--- src/rtl/seg_pkg.sv ---
// Shared constants for the seven-segment scanner: hex segment table,
// the dark pattern and the digit count.
package seg_pkg;

  localparam int DIGITS = 8;
  localparam logic [7:0] SEG_OFF = 8'hFF;

  // Active-low {dp,g,f,e,d,c,b,a}; entry n sits at HEX_TABLE[n].
  localparam logic [15:0][7:0] HEX_TABLE = {
    8'h8E, 8'h86, 8'hA1, 8'hC6, 8'h83, 8'h88, 8'h90, 8'h80,
    8'hF8, 8'h82, 8'h92, 8'h99, 8'hB0, 8'hA4, 8'hF9, 8'hC0
  };

  typedef struct packed {
    logic [7:0] seg;
    logic [7:0] sel;
  } frame_t;

endpackage

--- src/rtl/seg_decode.sv ---
// Combinational hex-to-segment decoder for one digit (active-low outputs).
import seg_pkg::*;

module seg_decode (
  input  logic [3:0] nibble,
  input  logic       dp,
  input  logic       blank,
  output logic [7:0] pattern
);

  // Look up the glyph, clear bit 7 for the decimal point, or go dark.
  always_comb begin
    pattern = SEG_OFF;
    if (blank) begin
      pattern = SEG_OFF;
    end else begin
      pattern = HEX_TABLE[nibble] & {~dp, 7'h7F};
    end
  end

endmodule

--- src/rtl/seg_scan.sv ---
// Multiplexed 8-digit seven-segment scanner feeding an HC595 serializer.
// Optional leading-zero suppression: define SEG_SCAN_ZERO_BLANK_EN.
import seg_pkg::*;

module seg_scan #(
  parameter int SCAN_DIV = 50000,
  parameter int DIGITS   = 8
) (
  input  logic        clk,
  input  logic        rst,
  input  logic [31:0] data,
  input  logic [7:0]  dp,
  input  logic [7:0]  blank,
  input  logic        out_ready,
  output logic [7:0]  seg,
  output logic [7:0]  sel,
  output logic        out_valid,
  output logic        overrun
);

  localparam int CW = $clog2(SCAN_DIV);
  localparam int IW = $clog2(DIGITS);

  logic [CW-1:0] cnt_r;
  logic [IW-1:0] idx_r;
  logic [31:0]   data_sh_r;
  logic [7:0]    dp_sh_r;
  logic [7:0]    blank_sh_r;
  frame_t        frame_r;
  logic          out_valid_r;
  logic          overrun_r;

  logic          tick_s;
  logic          xfer_s;
  logic          load_s;
  logic [31:0]   frame_data_s;
  logic [7:0]    frame_dp_s;
  logic [7:0]    frame_blank_s;
  logic [7:0]    zb_s;
  logic [7:0]    pattern_s;

  assign tick_s = (cnt_r == CW'(SCAN_DIV - 1));
  assign xfer_s = out_valid_r & out_ready;
  assign load_s = tick_s & (~out_valid_r | xfer_s);

  // Digit 0 decodes straight from the live inputs it is about to capture.
  assign frame_data_s  = (idx_r == '0) ? data  : data_sh_r;
  assign frame_dp_s    = (idx_r == '0) ? dp    : dp_sh_r;
  assign frame_blank_s = (idx_r == '0) ? blank : blank_sh_r;

`ifdef SEG_SCAN_ZERO_BLANK_EN
  logic run_s;

  // Walk down from the top digit while nibbles are zero without a decimal point.
  always_comb begin
    zb_s  = 8'h00;
    run_s = 1'b1;
    for (int i = 7; i >= 1; i--) begin
      if (run_s && (frame_data_s[4*i +: 4] == 4'h0) && !frame_dp_s[i]) begin
        zb_s[i] = 1'b1;
      end else begin
        run_s = 1'b0;
      end
    end
  end
`else
  assign zb_s = 8'h00;
`endif

  seg_decode u_decode (
    .nibble  (frame_data_s[{idx_r, 2'b00} +: 4]),
    .dp      (frame_dp_s[idx_r]),
    .blank   (frame_blank_s[idx_r] | zb_s[idx_r]),
    .pattern (pattern_s)
  );

  // Tick counter, scan index, output handshake and frame shadow registers.
  always_ff @(posedge clk or posedge rst) begin
    if (rst) begin
      cnt_r       <= '0;
      idx_r       <= '0;
      data_sh_r   <= 32'h0000_0000;
      dp_sh_r     <= 8'h00;
      blank_sh_r  <= 8'h00;
      frame_r     <= '{seg: SEG_OFF, sel: 8'hFF};
      out_valid_r <= 1'b0;
      overrun_r   <= 1'b0;
    end else begin
      cnt_r <= tick_s ? '0 : cnt_r + CW'(1);
      if (load_s) begin
        frame_r.seg <= pattern_s;
        frame_r.sel <= ~(8'b1 << idx_r);
        out_valid_r <= 1'b1;
        idx_r       <= idx_r + IW'(1);
        if (idx_r == '0) begin
          data_sh_r  <= data;
          dp_sh_r    <= dp;
          blank_sh_r <= blank;
        end
      end else if (xfer_s) begin
        out_valid_r <= 1'b0;
      end
      if (tick_s && out_valid_r && !out_ready) begin
        overrun_r <= 1'b1;
      end
    end
  end

  assign seg       = frame_r.seg;
  assign sel       = frame_r.sel;
  assign out_valid = out_valid_r;
  assign overrun   = overrun_r;

endmodule

--- config.mk ---
export PLATFORM = sky130hd
export DESIGN_NAME = seg_scan
export DESIGN_NICKNAME = d
export VERILOG_FILES = /design/src/rtl/seg_pkg.sv /design/src/rtl/seg_decode.sv /design/src/rtl/seg_scan.sv
export SDC_FILE = /design/constraint.sdc
export NUM_CORES = 1
export LEC_CHECK = 0
export ABC_AREA = 0
export BUFFER_PORTS_ARGS = -buffer_cell sky130_fd_sc_hd__buf_4
export CORE_ASPECT_RATIO = 0.9
export CORE_MARGIN = 2
export CORE_UTILIZATION = 40
export DETAILED_ROUTE_END_ITERATION = 7
export GPL_TIMING_DRIVEN = 0
export PLACE_DENSITY = 0.62
export RECOVER_POWER = 100
export SYNTH_ARGS = -nofsm -noshare
export SYNTH_HDL_FRONTEND = slang
export SYNTH_SLANG_ARGS = --single-unit
--- constraint.sdc ---
create_clock -name clk -period 3.25 [get_ports clk]
set_input_delay 0.325 -clock clk [delete_from_list [all_inputs] [get_ports clk]]
set_output_delay 0.325 -clock clk [all_outputs]
set_load 0.01 [all_outputs]
==> results.sh, run 1 <==
export IMPL_outcome="finished with violations"
export IMPL_violations="max-capacitance violations, max-slew violations"
export IMPL_hold_viol=0
export IMPL_boundaryPins=69
export IMPL_globalRouteMet2Util_pct=28.8
export IMPL_io_buffers=68
export IMPL_drc=0
export IMPL_syn_num_nets=416
export IMPL_crit_chain="buf_8 -> clkinvlp_4 -> ha_1 -> buf_6 -> nor2b_4 -> buf_12 -> mux4_2 -> nand2_1 -> and3_4 -> a31oi_4 -> inv_2 -> ha_2 -> mux2i_2 -> nor2_2 -> o32a_1"
export IMPL_drive_gt1_share_pct=39.0
export IMPL_power_per_cell_area_nw_per_um2=400
export IMPL_ctsHoldBuffers=0
export IMPL_grt_pass1_vias=3170
export IMPL_setup_worst_path_start_class="register"
export IMPL_chipWidth_um=114
export IMPL_die_h_um=103
export IMPL_final_cells=574
export IMPL_via_count=3033
export IMPL_drt_pass1_iter_count=4
export IMPL_start_util_pct=40.8
export IMPL_yosysSeqAreaShare_pct=49.1
export IMPL_grt_usage_pct=18.2
export IMPL_grt_ovfl_total=0
export IMPL_timing_rr_start="idx_r[0]"
export IMPL_diodes=0
export IMPL_fin_nets=500
export IMPL_ys_warn_count=0
export IMPL_worstHoldPathCells=3
export IMPL_met1_usage_pct=25.7
export IMPL_drt_antenna_violating_nets=0
export IMPL_nFillCells=975
export IMPL_cts_tree="done"
export IMPL_coreArea_um2=10700
export IMPL_timing_fmax_ghz=0.324
export IMPL_htree_num_levels=3
export IMPL_crit_path_end_kind="register"
export IMPL_fin_skew_ps=7.85
export IMPL_netlist_area_um2=4370
export IMPL_min_from="data[4]"
export IMPL_drv_slew=38
export IMPL_use_met3_pct=2.74
export IMPL_synth_seq_cells=85
export IMPL_grt_max_degree=50
export IMPL_ff2ff_path_depth=15
export IMPL_dp_hpwl_um=7110
export IMPL_wl_per_cell_um=17.4
export IMPL_clkSinkCount=85
export IMPL_cp_required_ps=3510
export IMPL_crit_family="buffers and inverters"
export IMPL_wirelength_um=9980
export IMPL_crit_path_max_incr_delay_ps=390
export IMPL_synth_main_ff_cell="dfrtp_1"
export IMPL_dieArea_um2=11800
export IMPL_reg2reg_to="seg[4]"
export IMPL_design_area_um2=5430
export IMPL_numCtsBuffers=9
export IMPL_hp_class="input pin to register"
export IMPL_antenna_found_initial=0
export IMPL_grt_pass1_wl_um=16600
export IMPL_ir_drop_mv=0.180
export IMPL_avgSynthCellArea_um2=12.4
export IMPL_async_reset_ff_share_pct=100
export IMPL_fp_row_count=36
export IMPL_crit_fanout=16
export IMPL_clk_pin_slew_worst_paths_ps=60
export IMPL_period_needed_ps=3090
export IMPL_crit_buf_inv=5
export IMPL_rrSetupSlack_ps=160
export IMPL_holdPathEnd="data_sh_r[4]"
export IMPL_cpMaxStageDelayCell="dfrtp_2"
export IMPL_whs_ps=209
export IMPL_synth_cells=352
export IMPL_worstSkewPairLatency_ps=340
export IMPL_drt_iter0_drc=69
export IMPL_cts_path_max_buffers=2
export IMPL_maxCapViolations=1
export IMPL_slew_headroom_pct=-13.8
export IMPL_avgViaCountPerCell=5.28
export IMPL_post_route_period_util_pct=94.9
export IMPL_worst_pin_slew_ps=1700
export IMPL_path_class="register to register"
export IMPL_area_growth_pct=24.3
export IMPL_grt_busiest_layer="met2"
export IMPL_synth_edf_count=0
export IMPL_critical_path_arrival_ps=3350
export IMPL_place_area_um2=5090
export IMPL_finalSetupViolations=0
export IMPL_root_buffer="clkbuf_16"
export IMPL_place_gp_congestion=0.788
export IMPL_synthDistinctLibCells=50
export IMPL_rsz0062_at_grt="no"
export IMPL_dp_cells=554
export IMPL_p_leak_nw=2.51
export IMPL_post_route_util_pct=50.7
## cell usage in the layout (no fill, tap or decap), types with 2 or more instances in the layout
cell type,instances
a211oi_1,2
a21oi_1,6
a31oi_1,8
and3_1,5
and4_1,2
buf_4,70
buf_6,3
clkbuf_1,16
clkbuf_16,9
clkinv_2,3
clkinv_4,2
clkinvlp_4,2
dfrtp_1,68
dfstp_1,15
ha_1,12
inv_1,5
mux2_1,2
mux2_2,50
mux2i_1,10
mux4_1,3
mux4_2,11
nand2_1,23
nand2b_1,4
nand3_1,5
nand3b_1,2
nand4_1,2
nor2_1,25
nor2b_1,2
nor3_1,7
o21ai_0,11
o22ai_1,3
o32a_1,2
or3_1,2
xnor2_1,8
xor2_1,7
## registers in the layout, summed over array words and instances, names as in the netlist
name	count
blank_sh_r	8
out_valid	1
sel	8
overrun	1
cnt_r	16
data_sh_r	32
idx_r	3
seg	8
dp_sh_r	8
## power by group
part                  switching (mW)  internal (mW)  leakage [nW]
logic                         0.0350         0.0396          1.25
registers      0.0000000000000000247           1.06          1.10
clock network                  0.427          0.615         0.152
## worst register-to-register path, cell delays in order (launching register included)
cell	delay [ps]
dfrtp_2	390
buf_8	150
clkinvlp_4	100
ha_1	210
buf_6	150
nor2b_4	140
buf_12	170
mux4_2	350
nand2_1	70
and3_4	210
a31oi_4	200
inv_2	80
ha_2	230
mux2i_2	190
nor2_2	50
o32a_1	320
## final cells by class
class	instances	area (um2)	area share (%)
tap	133	166	3.06
sequential	85	2150	39.5
timing repair buffer	74	542	9.97
multi-input combinational	236	2090	38.4
inverter	10	58.8	1.08
clock inverter	6	62.6	1.15
buffer	20	130	2.40
clock buffer	10	239	4.40
## Yosys cell counts (all sizes together) (2+ instances only)
master | count | area, um2
mux4 | 14 | 327
ha | 13 | 163
inv | 9 | 33.8
a21oi | 6 | 30.0
a31oi | 9 | 56.3
nor2 | 26 | 100
o21ai | 12 | 60.1
nand4 | 2 | 12.5
mux2i | 11 | 110
nor2b | 3 | 26.3
clkbuf | 8 | 30.0
nand3b | 2 | 15.0
or3 | 2 | 12.5
nand2 | 23 | 86.3
and2 | 2 | 12.5
and3 | 6 | 37.5
xnor2 | 8 | 70.1
a211oi | 2 | 15.0
o32a | 2 | 20.0
mux2 | 53 | 601
dfstp | 16 | 420
xor2 | 7 | 61.3
nor3 | 8 | 51.3
o22ai | 3 | 18.8
buf | 13 | 91.3
dfrtp | 69 | 1730
and4 | 2 | 17.5
nand3 | 5 | 25.0
nand2b | 4 | 25.0
## worst max-delay path by stage
stage / depth (start not counted) / end / startpoint / slack, ps
detailed placement: 16 / seg[4] / idx_r[0] / -510
finish: 15 / seg[4] / idx_r[0] / 160
global route: 15 / seg[4] / idx_r[1] / 5
floorplan: 16 / seg[4] / idx_r[0] / 40
CTS: 14 / seg[5] / idx_r[0] / 120
global placement: 2 / idx_r[0] / rst / -620
## layer usage
layer  share of wire [%]  vias up
li1                    -     1436
met1                  48     1526
met2                  47       57
met3                 3.0       14
met4                 1.9        0
met5                   0        -
## stage by stage
step	TNS, ps	total power, mW	setup WS (ps)
floorplan	0	1.09	44.0
global placement	-26430	1.15	-619
detailed placement	-2470	1.16	-513
CTS	0	2.20	124
global route	0	2.24	4.84
finish	0	2.17	165
## timing repair
| item | 4_1_cts | 5_1_grt |
|---|---|---|
| setup buffers | 5 | 0 |
| resized for setup | 10 | 4 |
| endpoints found under the setup margin | 7 | 3 |
| endpoints found under the hold margin | 0 | 0 |
## cell families (layout without fill, tap and decap cells)
| logic type | Yosys count | in the layout | synth area share, % |
|---|---|---|---|
| DFF | 85 | 85 | 49.1 |
| muxes | 78 | 78 | 23.7 |
| and+or+nand+nor | 87 | 87 | 10.1 |
| buffers and inverters | 31 | 120 | 3.92 |
| adders and majority gates | 13 | 13 | 3.72 |
| xor gates and xnor gates | 15 | 15 | 3.01 |
| AOI/OAI and AO/OA | 43 | 43 | 6.38 |
No activity file was read; power rests on OpenSTA's default activity.
==> inputs of run 2 (changes only) <==
clock period = 2.8 ns   (was 3.25 ns; I/O delays follow)
==> run 2 against run 1 <==
The run now ends clean. Combinational power up 15%. Worst setup slack worse by 130 ps. Clock skew down 2.3 ps. Via count up 3.4%. Hold slack worse by 50 ps. Final area up 3.9%. Critical path type unchanged. Highest routed layer unchanged.
==> results.sh, run 2 (synthesis gave the netlist of run 1 again) <==
export IMPL_top_register="data_sh_r"
export IMPL_period_needed_ps=2760
export IMPL_wirelength_um=9900
export IMPL_dieArea_um2=11800
export IMPL_dp_hpwl_um=6750
export IMPL_root_buffer="clkbuf_16"
export IMPL_hp_class="input pin to register"
export IMPL_fin_ws_ps=38.1
export IMPL_clk_pin_slew_worst_paths_ps=60
export IMPL_place_area_um2=5170
export IMPL_area_growth_pct=29.2
export IMPL_avgViaCountPerCell=5.33
export IMPL_cp_endpoint="seg[5]"
export IMPL_rsz0062_at_grt="yes"
export IMPL_drt_antenna_violating_nets=0
export IMPL_cpMaxStageDelayCell="mux4_2"
export IMPL_multi_input_area_um2=2160
export IMPL_post_route_period_util_pct=98.6
export IMPL_power_per_cell_area_nw_per_um2=452
export IMPL_wl_per_cell_um=16.8
export IMPL_crit_fanout=5
export IMPL_die_h_um=103
export IMPL_cts_path_max_buffers=2
export IMPL_fin_skew_ps=5.51
export IMPL_antenna_found_initial=0
export IMPL_path_class="register to register"
export IMPL_crit_path_end_kind="register"
export IMPL_layout_commonest_cell="buf_4"
export IMPL_most_common_layout_cells="buf_4, dfrtp_1, mux2_2"
export IMPL_clkSinkCount=85
export IMPL_start_util_pct=40.8
export IMPL_boundaryPins=69
export IMPL_seq_area_um2=2150
export IMPL_setup_worst_path_start_class="register"
export IMPL_drv_slew=0
export IMPL_worstHoldPathCells=2
export IMPL_fp_row_count=36
export IMPL_numCtsBuffers=9
export IMPL_timing_fmax_ghz=0.362
export IMPL_nFillCells=946
export IMPL_grt_ovfl_total=0
export IMPL_cts_tree="done"
export IMPL_drive_gt1_share_pct=43.9
export IMPL_crit_path_start="idx_r[1]"
export IMPL_grt_usage_pct=18.0
export IMPL_critical_path_arrival_ps=3030
export IMPL_worstSkewPairLatency_ps=340
export IMPL_crit_chain="buf_6 -> clkinv_8 -> ha_4 -> nor2b_4 -> buf_12 -> mux4_2 -> nand2_2 -> and3_4 -> a31oi_4 -> buf_12 -> ha_4 -> mux2i_1 -> nor2_1 -> o32a_1"
export IMPL_worst_pin_slew_ps=986
export IMPL_via_count=3137
export IMPL_io_buffers=68
export IMPL_ir_drop_mv=0.393
export IMPL_place_gp_congestion=0.736
export IMPL_maxCapViolations=0
export IMPL_crit_path_max_incr_delay_ps=510
export IMPL_drc=0
export IMPL_timing_rr_start="idx_r[1]"
export IMPL_ff2ff_path_depth=14
export IMPL_drt_pass1_iter_count=4
export IMPL_p_leak_nw=2.61
export IMPL_dp_slack_ps=-458
export IMPL_htree_num_levels=3
export IMPL_grt_pass1_wl_um=16000
export IMPL_outcome="finished clean"
export IMPL_reg2reg_to="seg[5]"
export IMPL_grt_pass1_vias=3176
export IMPL_slew_headroom_pct=34.2
export IMPL_chipWidth_um=114
export IMPL_design_area_um2=5650
export IMPL_drt_iter0_drc=76
export IMPL_cp_required_ps=3070
export IMPL_hold_viol=0
export IMPL_finalSetupViolations=0
export IMPL_rrSetupSlack_ps=40
export IMPL_largest_reg_flops=32
export IMPL_diodes=0
export IMPL_grt_max_degree=73
export IMPL_fin_nets=516
export IMPL_largestRegisters="data_sh_r (32), cnt_r (16)"
export IMPL_coreArea_um2=10700
-- run 2: cell types whose count changed in the layout (fill, tap and decap cells not counted), sizes merged --
| cell | delta |
|---|---|
| buf | +14 |
| clkbuf | +4 |
| clkinv | -4 |
| clkinvlp | -2 |
| bufinv | +1 |
| dlygate4sd3 | +1 |
| inv | +1 |
-- run 2: worst min path at each step --
stage	startpoint	to
3_5_place_dp	rst	data_sh_r[30]
6_report	blank[5]	blank_sh_r[5]
2_1_floorplan	data[4]	data_sh_r[4]
4_1_cts	blank[5]	blank_sh_r[5]
3_3_place_gp	cnt_r[0]	cnt_r[0]
5_1_grt	blank[4]	blank_sh_r[4]
-- run 2: metal layers --
| layer | vias up | routed length (um) | track usage [%] |
|---|---|---|---|
| met5 | - | 0 | 0 |
| met4 | 0 | 147 | 5.53 |
| met3 | 13 | 562 | 6.24 |
| met2 | 85 | 4730 | 28.6 |
| met1 | 1565 | 4460 | 23.5 |
| li1 | 1474 | - | - |
-- run 2: power by group --
part	internal [mW]	switching [mW]
Clock	0.778	0.458
Sequential	1.23	0.0000000000000000284
Combinational	0.0470	0.0386
Total	2.05	0.497
-- run 2: through the flow --
stage               total power [mW]  std cells  hold slack [ps]  util, %  TNS, ps
floorplan                       1.27        352              397        -     -192
global placement                1.34        553              446     47.9   -52940
detailed placement              1.34        554              224     48.2    -2600
CTS                             2.60        585              144     52.7    -68.7
global route                    2.65        589              149     52.7    -62.2
finish                          2.55        589              159     52.7        0
-- run 2: final cells by class --
type                       count  area share [%]
clock buffer                  13            4.25
timing repair buffer          92            12.2
inverter                      10            1.31
tap                          133            2.95
buffer                        18            1.93
clock inverter                 2            1.06
sequential                    85            38.0
multi-input combinational    236            38.2
-- run 2: worst max-delay path: cells and delay by family (launching register included) --
| kind | cells | cell delay (ps) |
|---|---|---|
| mux | 2 | 630 |
| fa+ha+maj | 2 | 280 |
| buf+inv | 4 | 480 |
| simple gates | 4 | 550 |
| compound gates | 2 | 340 |
| flops | 1 | 390 |
-- run 2: what timing repair did --
| action | in CTS | in global routing |
|---|---|---|
| resized for setup | 12 | 3 |
| setup buffers | 16 | 6 |
| endpoints found under the setup margin | 8 | 6 |
| pin swaps | 7 | 4 |
| hold buffers | 1 | 0 |
| endpoints found under the hold margin | 13 | 0 |
